**config.mk**
```make
export PLATFORM = sky130hd
export DESIGN_NAME = burst_mem_slave
export DESIGN_NICKNAME = d
export VERILOG_FILES = /design/src/rtl/burst_mem_slave.sv
export SDC_FILE = /design/constraint.sdc
export NUM_CORES = 1
export LEC_CHECK = 0
export CAP_MARGIN = 10
export CORE_MARGIN = 3
export CORE_UTILIZATION = 50
export CTS_CLUSTER_DIAMETER = 120
export CTS_CLUSTER_SIZE = 25
export DETAILED_ROUTE_END_ITERATION = 8
export PLACE_DENSITY_LB_ADDON = 0.1
export SLEW_MARGIN = 20
export SYNTH_ARGS = -nofsm -noshare
export SYNTH_HDL_FRONTEND = slang
export SYNTH_SLANG_ARGS = --single-unit
export TNS_END_PERCENT = 20
```
**constraint.sdc**
```tcl
create_clock -name clock -period 4.13 [get_ports clock]
set_clock_uncertainty 0.1 [all_clocks]
set_input_delay 1.0325 -clock clock [delete_from_list [all_inputs] [get_ports clock]]
set_output_delay 1.0325 -clock clock [all_outputs]
set_load 0.01 [all_outputs]
```
**src/rtl/burst_mem_slave.sv**
```systemverilog
// Burst memory slave: one write/read burst at a time; first read beat 1 cycle after accept, beats back-to-back under rdata_ready.
// Write beats stall on wdata_valid, read beats hold under !rdata_ready. `BURST_SLAVE_BOUNDARY_CHK_EN rejects bursts crossing the top of memory.
module burst_mem_slave #(
    parameter int DATA_W = 32,
    parameter int ADDR_W = 4,
    parameter int LEN_W  = 4
) (
    input  logic              clock,
    input  logic              reset,
    input  logic              io_cmd_valid,
    output logic              io_cmd_ready,
    input  logic              io_cmd_wr,
    input  logic [ADDR_W-1:0] io_cmd_addr,
    input  logic [LEN_W-1:0]  io_cmd_len,
    input  logic              io_wdata_valid,
    output logic              io_wdata_ready,
    input  logic [DATA_W-1:0] io_wdata,
    output logic              io_rdata_valid,
    input  logic              io_rdata_ready,
    output logic [DATA_W-1:0] io_rdata,
    output logic              io_rdata_last,
    output logic              io_done,
    output logic              io_err
);

    typedef enum logic [1:0] {IDLE, WRITE, READ, RESP} state_t;

    state_t             state_q, state_d;
    logic [ADDR_W-1:0]  ptr_q, ptr_d;
    logic [LEN_W-1:0]   cnt_q, cnt_d;
    logic [DATA_W-1:0]  rdata_q, rdata_d;
    logic               rvld_q, rvld_d;
    logic               rlast_q, rlast_d;
    logic               err_q, err_d;

    logic [DATA_W-1:0]  mem [2**ADDR_W];
    logic               mem_we;
    logic [ADDR_W-1:0]  ptr_inc;
    logic               cmd_bad;

    assign ptr_inc = ptr_q + 1'b1;

`ifdef BURST_SLAVE_BOUNDARY_CHK_EN
    logic [ADDR_W:0] cmd_end;
    assign cmd_end = {1'b0, io_cmd_addr} + (ADDR_W+1)'(io_cmd_len);
    assign cmd_bad = (io_cmd_len == '0) || (cmd_end > (ADDR_W+1)'(2**ADDR_W));
`else
    assign cmd_bad = (io_cmd_len == '0);
`endif

    always_comb begin
        state_d = state_q;
        ptr_d   = ptr_q;
        cnt_d   = cnt_q;
        rdata_d = rdata_q;
        rvld_d  = rvld_q;
        rlast_d = rlast_q;
        err_d   = 1'b0;
        mem_we  = 1'b0;
        case (state_q)
            IDLE: begin
                if (io_cmd_valid) begin
                    if (cmd_bad) begin
                        err_d = 1'b1;
                    end else begin
                        ptr_d = io_cmd_addr;
                        cnt_d = io_cmd_len;
                        if (io_cmd_wr) begin
                            state_d = WRITE;
                        end else begin
                            // first beat is fetched during accept so it is valid next cycle
                            state_d = READ;
                            rdata_d = mem[io_cmd_addr];
                            rvld_d  = 1'b1;
                            rlast_d = (io_cmd_len == LEN_W'(1));
                        end
                    end
                end
            end
            WRITE: begin
                if (io_wdata_valid) begin
                    mem_we = 1'b1;
                    ptr_d  = ptr_inc;
                    cnt_d  = cnt_q - 1'b1;
                    if (cnt_q == LEN_W'(1)) begin
                        state_d = RESP;
                    end
                end
            end
            READ: begin
                // ptr_q addresses the beat currently on io_rdata
                if (io_rdata_ready) begin
                    cnt_d = cnt_q - 1'b1;
                    ptr_d = ptr_inc;
                    if (cnt_q == LEN_W'(1)) begin
                        rvld_d  = 1'b0;
                        rlast_d = 1'b0;
                        state_d = RESP;
                    end else begin
                        rdata_d = mem[ptr_inc];
                        rlast_d = (cnt_q == LEN_W'(2));
                    end
                end
            end
            RESP: begin
                state_d = IDLE;
            end
            default: begin
                state_d = IDLE;
            end
        endcase
    end

    always_ff @(posedge clock or posedge reset) begin
        if (reset) begin
            state_q <= IDLE;
            ptr_q   <= '0;
            cnt_q   <= '0;
            rdata_q <= '0;
            rvld_q  <= 1'b0;
            rlast_q <= 1'b0;
            err_q   <= 1'b0;
        end else begin
            state_q <= state_d;
            ptr_q   <= ptr_d;
            cnt_q   <= cnt_d;
            rdata_q <= rdata_d;
            rvld_q  <= rvld_d;
            rlast_q <= rlast_d;
            err_q   <= err_d;
        end
    end

    // storage is deliberately not reset so an aborted burst keeps its written beats
    always_ff @(posedge clock) begin
        if (mem_we) begin
            mem[ptr_q] <= io_wdata;
        end
    end

    assign io_cmd_ready   = (state_q == IDLE);
    assign io_wdata_ready = (state_q == WRITE);
    assign io_rdata_valid = rvld_q;
    assign io_rdata       = rdata_q;
    assign io_rdata_last  = rlast_q;
    assign io_done        = (state_q == RESP);
    assign io_err         = err_q;

endmodule

```
Yosys cells after proc, flatten, opt, wreduce, memory -nomap -nowiden
Memories as Yosys holds them, arrays and structs flattened.
Cells that the tools add are included.
{"block": "totals", "memories": 1, "in_bits": 46, "ramBits": 512, "reg_bits": 45, "elab_cells": 74}
{"memory": "mem", "depth": 16, "width": 32, "read_ports": 2, "rd_ports_with_merged_regs": 0, "wr": 1, "line_no": "36", "text": "logic [DATA_W-1:0] mem [2**ADDR_W];"}
{"block": "classes", "n_reduce_logical": 9, "add_sub_neg": 2, "mux": 42, "n_eq_ne": 13}
{"op": "32-bit two-way mux", "count": 5}
{"op": "32-bit one-hot mux with 2 select lines", "count": 1}
{"op": "4-bit two-way mux", "count": 8}
{"op": "4-bit one-hot mux with 3 select lines", "count": 2}
{"op": "1-bit two-way mux", "count": 17}
{"op": "2-bit inequality test (second input constant)", "count": 7}
{"op": "2-bit two-way mux", "count": 6}
{"op": "6-bit AND reduction", "count": 2}
{"op": "5-bit AND reduction", "count": 2}
{"op": "4-bit by 1-bit == test with 1-bit output (second input constant)", "count": 2}
{"op": "2-bit one-hot mux with 4 select lines", "count": 1}
{"op": "4-bit by 1-bit adder with 4-bit output (second input constant)", "count": 1}
{"op": "2-bit == test (second input constant)", "count": 2}
{"op": "4-bit by 2-bit == test with 1-bit output (second input constant)", "count": 1}
{"op": "4-bit zero test", "count": 1}
{"op": "1-bit one-hot mux with 2 select lines", "count": 2}
{"op": "4-bit AND reduction", "count": 1}
{"op": "4-bit by 1-bit subtractor with 4-bit output (second input constant)", "count": 1}
{"op": "3-bit nonzero test", "count": 1}
{"op": "2-bit by 1-bit == test with 1-bit output (second input constant)", "count": 1}
{"op": "2-bit zero test", "count": 1}
{"op": "2-bit nonzero test", "count": 1}

Logic depth before layout (Yosys ltp)
Gate-level depths: netlist (run 1).
{"block": "logic_depth", "ltp_word": 5, "ltp_mapped": 11, "mapped_depth_nobuf": 7}

Worst setup path after synthesis (run 1)
Ideal clock, no wire load.
{"block": "synth_timing", "path_type": "input -> register", "startpoint": "input io_wdata_valid", "endpoint": "memory mem[1][0], enable pin", "cell_stages": 2, "required_ps": 3569, "setup_ps": 461, "setup_slack_ps": 188, "t_arrival_ps": 3381, "path_cell_list": "nand3_1 > nor3_1"}
{"block": "synth_via", "elab_chain_cells": 4}
{"element": "start: declaration", "line_no": "15", "text": "input logic io_wdata_valid,"}
{"element": "1-bit two-way mux", "line_no": "81", "text": "if (io_wdata_valid) begin"}
{"element": "1-bit two-way mux", "line_no": "60", "text": "case (state_q)"}
{"element": "1-bit two-way mux", "line_no": "136", "text": "if (mem_we) begin"}
{"element": "1-bit two-way mux (not written as such)", "line_no": "137", "text": "mem[ptr_q] <= io_wdata;"}
{"element": "end: declaration", "line_no": "36"}
Every way passes these cells.

Final worst setup path (run 1)
{"block": "layout_timing", "startpoint": "register ptr_q[0]", "endpoint": "register rdata_q[9], in the netlist io_rdata[9]"}
{"block": "layout_via", "elab_chain_cells": 5}
{"element": "start: declaration", "line_no": "29", "text": "logic [ADDR_W-1:0] ptr_q, ptr_d;"}
{"element": "start signal: assignment", "line_no": "125", "text": "ptr_q <= ptr_d;"}
{"element": "4-bit by 1-bit adder with 4-bit output", "line_no": "41", "text": "assign ptr_inc = ptr_q + 1'b1;"}
{"element": "memory read 16 x 32 bit"}
{"element": "32-bit two-way mux", "line_no": "95", "text": "if (cnt_q == LEN_W'(1)) begin"}
{"element": "32-bit two-way mux", "line_no": "92", "text": "if (io_rdata_ready) begin"}
{"element": "32-bit one-hot mux with 2 select lines", "line_no": "60"}
{"element": "end signal: assignment", "line_no": "127", "text": "rdata_q <= rdata_d;"}
{"element": "end: declaration", "line_no": "31", "text": "logic [DATA_W-1:0] rdata_q, rdata_d;"}
Every way passes these cells. The select of a mux whose other input is x is not followed.
A chain may end at the register's enable or synchronous reset.

==> results of run 1 <==
worst max path at each step:
stage | endpoint | slack [ps] | cells after the start
floorplan | mem[1][0] | 190 | 2
global placement | io_rdata[9] | 700 | 6
detailed placement | io_rdata[18] | 630 | 7
CTS | io_rdata[9] | 770 | 6
global route | io_rdata[9] | 590 | 6
finish | io_rdata[9] | 830 | 6
cells in the final DEF (no fill, tap or decap), types with 40 or more instances in the layout:
| cell | instances |
|---|---|
| nor2_1 | 49 |
| nand2_1 | 182 |
| clkdlybuf4s50_1 | 79 |
| edfxtp_1 | 512 |
| mux2i_1 | 105 |
| dfrtp_1 | 44 |
| o21ai_0 | 40 |
| buf_4 | 62 |
| nand3_1 | 100 |
| mux4_2 | 184 |
layout make-up:
cell class / instances / area, µm²
Sequential cell: 557 / 16500
Clock buffer: 43 / 714
Fill cell: 4042 / 22800
Multi-Input combinational cell: 930 / 9110
Inverter: 15 / 56.3
Timing Repair Buffer: 158 / 1560
Clock inverter: 3 / 36.3
Tap cell: 680 / 851
metal layers:
metal / vias to the layer above / GRT usage (%) / wire length [µm]
met3: 114 / 3.78 / 6120
met2: 793 / 41.3 / 33800
li1: 6667 / - / -
met1: 8242 / 38.3 / 30000
met4: 0 / 6.16 / 1790
met5: - / 0 / 0
kinds of logic (layout without fill, tap and decap cells):
logic type / after synthesis / in the layout
adders and majority gates: 13 / 13
xor gates and xnor gates: 4 / 4
muxes: 308 / 308
and+or+nand+nor: 415 / 415
buffers and inverters: 138 / 219
AOI/OAI and AO/OA: 190 / 190
DFF: 557 / 557
registers in the layout (all words and copies together), names as in the netlist:
name	flops
cnt_q	4
io_err	1
io_rdata	32
io_rdata_last	1
io_rdata_valid	1
mem	512
ptr_q	4
state_q	2
power by group:
group | internal [mW] | switching, mW | leakage [nW] | total (mW)
Sequential | 6.57 | 0.338 | 5.13 | 6.91
Combinational | 3.17 | 4.47 | 3.91 | 7.64
Clock | 1.21 | 1.75 | 0.356 | 2.97
Total | 11.0 | 6.56 | 9.39 | 17.5
worst min-delay path, cell delays in order, from the launching register on:
cell      delay (ps)
dfrtp_1          380
nand2_1           60
o211ai_1          80
per-stage QoR:
stage | cells | utilization, % | instance area, µm² | hold slack, ps | total power, mW
after CTS | 2386 | 55.9 | 28800 | 454 | 17.5
after global routing | 2386 | 55.9 | 28800 | 480 | 18.3
after global placement | 2340 | 54.4 | 28100 | 425 | 14.6
after detailed placement | 2340 | 54.4 | 28100 | 430 | 14.6
after floorplan | 1625 | - | 26300 | 411 | 12.1
final | 2386 | 55.9 | 28800 | 451 | 17.5
==> flow_summary.ini, run 1 <==
[clock_tree]
ctsHoldBuffers = 0
cts.clk_slew.worst_paths_ps = 100
insertion_delay_ps = 610
cts_max_path_buffers = 3
cts_resized = 0
clkSinkCount = 557
post_cts_buffers = 0
htreeDepth = 1
clockRootBuffer = clkbuf_16
cts_made_buffers = 26
tritoncts = yes

[synth]
synth_common_cells = edfxtp_1 (512), mux4_2 (184), nand2_1 (182)
yosys_register_bits = 557
ys_top_cells_by_area = edfxtp_1 (59%), mux4_2 (16%), dfrtp_1 (4.3%)
synth_area_leader_cell = edfxtp_1
synthArstFlopShare_pct = 8.08
ys_seq_area_share_pct = 62.8
synth_fp_nets = 1684
yosysUniqueCellTypes = 60
syn_area_per_cell_um2 = 16.2
synth_mux_area_share_pct = 20.9
synth.most_common_cell = edfxtp_1
syn_inst = 1625
synth_edf_count = 512
synthXorXnorAreaFrac_pct = 0.191
synthAdderAreaFrac_pct = 0.619
synth.cell_area_um2 = 26300
synth_top_family_by_area = multiplexers
yosysWarningCount = 0
synth_flop_cell = edfxtp_1
yosysTopAreaCellShare_pct = 58.5
synth-simple-area-share_pct = 7.10
synth_compound_area_share_pct = 5.24

[min_path]
hold_start = io_rdata[20]
hold_end = io_rdata[20]
hold_path_depth = 2
hold_path.class = register to register

[critical_path]
crit_start = ptr_q[0]
worst_path_dominant_cell_family = buffers and inverters
crit_type = register to register
reg2regPathDepth = 6
cpMaxStageDelayCell = buf_4
crit_buf_inv = 2
cp_cell_sequence = buf_4 -> buf_4 -> mux4_2 -> mux2i_1 -> nand4_1 -> o2111a_1
r2r-start = ptr_q[0]
crit_path_end_kind = register
cpPeakStageDelay_ps = 750
cp_max_fo = 37
reg2reg_setup_slack_ps = 830
start_kind = register
crit_required_ps = 4540
crit_arrival_ps = 3710
path_common_cell = buf_4
rr_endpoint = io_rdata[9]

[sta]
fin_crit_sh_pct = 80.0
slew_headroom_pct = 24.1
finalHoldViolations = 0
fin_ws_ps = 827
fmax_mhz = 303
setup_violations = 0
fin_setup_tns_ps = 0
period_minus_slack_ps = 3300
grt_setup_unrepaired = false
tightest_slew_ps = 1140
maxSlewViolCount = 0

[detailed_routing]
post_drt_wl_per_cell_um = 30.1
drt_wl_total_mm = 71.7
antenna_left = 0
num_vias = 15816
drtPass1Iterations = 5
drt_iter0_markers = 1787
avgViaCountPerCell = 6.63
drc = 0

[run_status]
status = finished clean

[power]
power_leakage_nw = 9.40
peakVddDrop_v = 0.000472
p_per_area_nw_per_um2 = 607

[floorplan]
num_rows = 83
start_util_pct = 50.9
die_h_um = 235
ios = 84
coreArea_um2 = 51600
die_w_um = 235
die-area_um2 = 55300

[placement]
dp_hpwl_mm = 43.7
place_ws_ps = 629
numPortBuffers = 83
place.gp.congestion = 0.799

[job]
cap_violations = 0

[finish]
drive_gt1_share_pct = 19.7
nets = 1747
antenna_cells = 0
syn_to_final_growth_pct = 9.81

[global_routing]
grt_max_degree = 71
grt_pass1_wl_mm = 107
grt_overflow = 0
global_route.usage.total_pct = 25.9
first_global_vias = 15992
antenna_found_initial = 0
Note: power is estimated with default switching activity, not from simulation.
==> run 2: changes to the inputs <==
==> constraint.sdc (replaced) <==
create_clock -name clock -period 3.17 [get_ports clock]
set_clock_uncertainty 0.1 [all_clocks]
set_input_delay 0.7925 -clock clock [delete_from_list [all_inputs] [get_ports clock]]
set_output_delay 0.7925 -clock clock [all_outputs]
set_load 0.01 [all_outputs]
==> run 2 against run 1 <==
Compared with the run above: hold slack got worse by 1.3 ps; critical endpoint is now io_cmd_ready; via count grew 0.89%; register-to-register slack got worse by 480 ps; largest cell class unchanged.
==> flow_summary.ini, run 2 (synthesis results as in run 1) <==
[critical_path]
cp_cell_sequence = inv_1 -> ha_1 -> clkdlybuf4s50_1
reg2regPathDepth = 7
cpMaxStageDelayCell = clkdlybuf4s50_1
cp.depth = 3
crit_arrival_ps = 2150
crit_buf_inv = 2
crit_path_end_kind = primary output
crit_required_ps = 2280
start_kind = register
crit_type = register to primary output
cp_max_fo = 9
cpPeakStageDelay_ps = 610
worst_path_dominant_cell_family = buffers and inverters

[placement]
place.gp.congestion = 0.818
place_ws_ps = 4.61
place_area_um2 = 28400
dp.cells = 2359
dp_hpwl_mm = 43.9
numPortBuffers = 83

[finish]
top_register = mem
layout_commonest_cell = edfxtp_1
largest_reg_flops = 512
syn_to_final_growth_pct = 11.1
layout_common_cells = edfxtp_1 (512), mux4_2 (184), nand2_1 (182), mux2i_1 (105), nand3_1 (100)
nets = 1766
drive_gt1_share_pct = 20.6
antenna_cells = 0
finalNonFillerCells = 2407
fin_area_um2 = 29200

[global_routing]
grt_overflow = 0
grt_pass1_wl_mm = 108
global_route.usage.total_pct = 26.0
antenna_found_initial = 2
first_global_vias = 16445
grt_max_degree = 65

[clock_tree]
cts.clk_slew.worst_paths_ps = 100
cts_made_buffers = 26
cts_resized = 0
htreeDepth = 1
tritoncts = yes
clockRootBuffer = clkbuf_16
post_cts_buffers = 0
ctsHoldBuffers = 0
insertion_delay_ps = 590
clkSinkCount = 557
cts_max_path_buffers = 3

[detailed_routing]
drt_wl_total_mm = 72.6
drt_iter0_markers = 1749
avgViaCountPerCell = 6.63
drc = 0
drtPass1Iterations = 7
post_drt_wl_per_cell_um = 30.2
antenna_left = 0
num_vias = 15956

[power]
power_leakage_nw = 9.54
p_per_area_nw_per_um2 = 791
power.total_mw = 23.1
peakVddDrop_v = 0.000803

[sta]
period_minus_slack_ps = 3040
maxSlewViolCount = 0
fin_ws_ps = 126
holdWs_ps = 450
fmax_mhz = 329
finalHoldViolations = 0
grt_setup_unrepaired = false
slew_headroom_pct = 33.7
fin_crit_sh_pct = 96.0
setup_violations = 0
tightest_slew_ps = 993

[floorplan]
coreArea_um2 = 51600
start_util_pct = 50.9
die-area_um2 = 55300
num_rows = 83
die_w_um = 235
ios = 84
die_h_um = 235

[job]
cap_violations = 0

[run_status]
status = finished clean

[min_path]
hold_path_depth = 2
hold_path.class = register to register
## run 2: power by group
part	total [mW]	switching, mW	internal [mW]
clock	3.91	2.28	1.63
sequential	9.02	0.461	8.56
combinational	10.1	5.86	4.28
total	23.1	8.60	14.5
## run 2: worst register-to-register path, cell delays in order (launching register included)
cell and delay [ps]:
dfrtp_4 620, inv_1 210, ha_4 350, nor2b_1 540, buf_4 380, a22oi_1 140, a41oi_1 260, o211ai_1 110
## run 2: worst paths after layout
check / to / slack (ps) / from
worst min register to register: io_rdata[21] / 450 / io_rdata[21]
worst max-delay path: io_cmd_ready / 130 / state_q[0]
min in group asynchronous: io_err / 510 / reset
worst min-delay path: io_rdata[21] / 450 / io_rdata[21]
max in group asynchronous: io_rdata[25] / 2090 / reset
worst max register to register: io_rdata[31] / 350 / ptr_q[0]
## run 2: layout make-up
cell class / instances / area [µm²]
fillers: 3984 / 22400
clock buffers: 47 / 751
well taps: 680 / 851
multi-input cells: 930 / 9120
flip-flops and latches: 557 / 16500
repair buffers: 177 / 1870
inverters: 15 / 56.3
clock inverters: 1 / 20.0
## run 2: metal layers
| layer | vias up | wire (µm) | GRT usage (%) |
|---|---|---|---|
| li1 | 6710 | - | - |
| met1 | 8417 | 30500 | 37.4 |
| met2 | 708 | 35200 | 42.8 |
| met3 | 119 | 5280 | 3.40 |
| met4 | 2 | 1610 | 6.31 |
| met5 | - | 9 | 0 |
## run 2: metrics by stage
step / TNS, ps / util (%)
global placement: 0 / 55.0
floorplan: -58580 / -
finish: 0 / 56.5
detailed placement: 0 / 55.0
CTS: 0 / 56.5
global route: 0 / 56.5
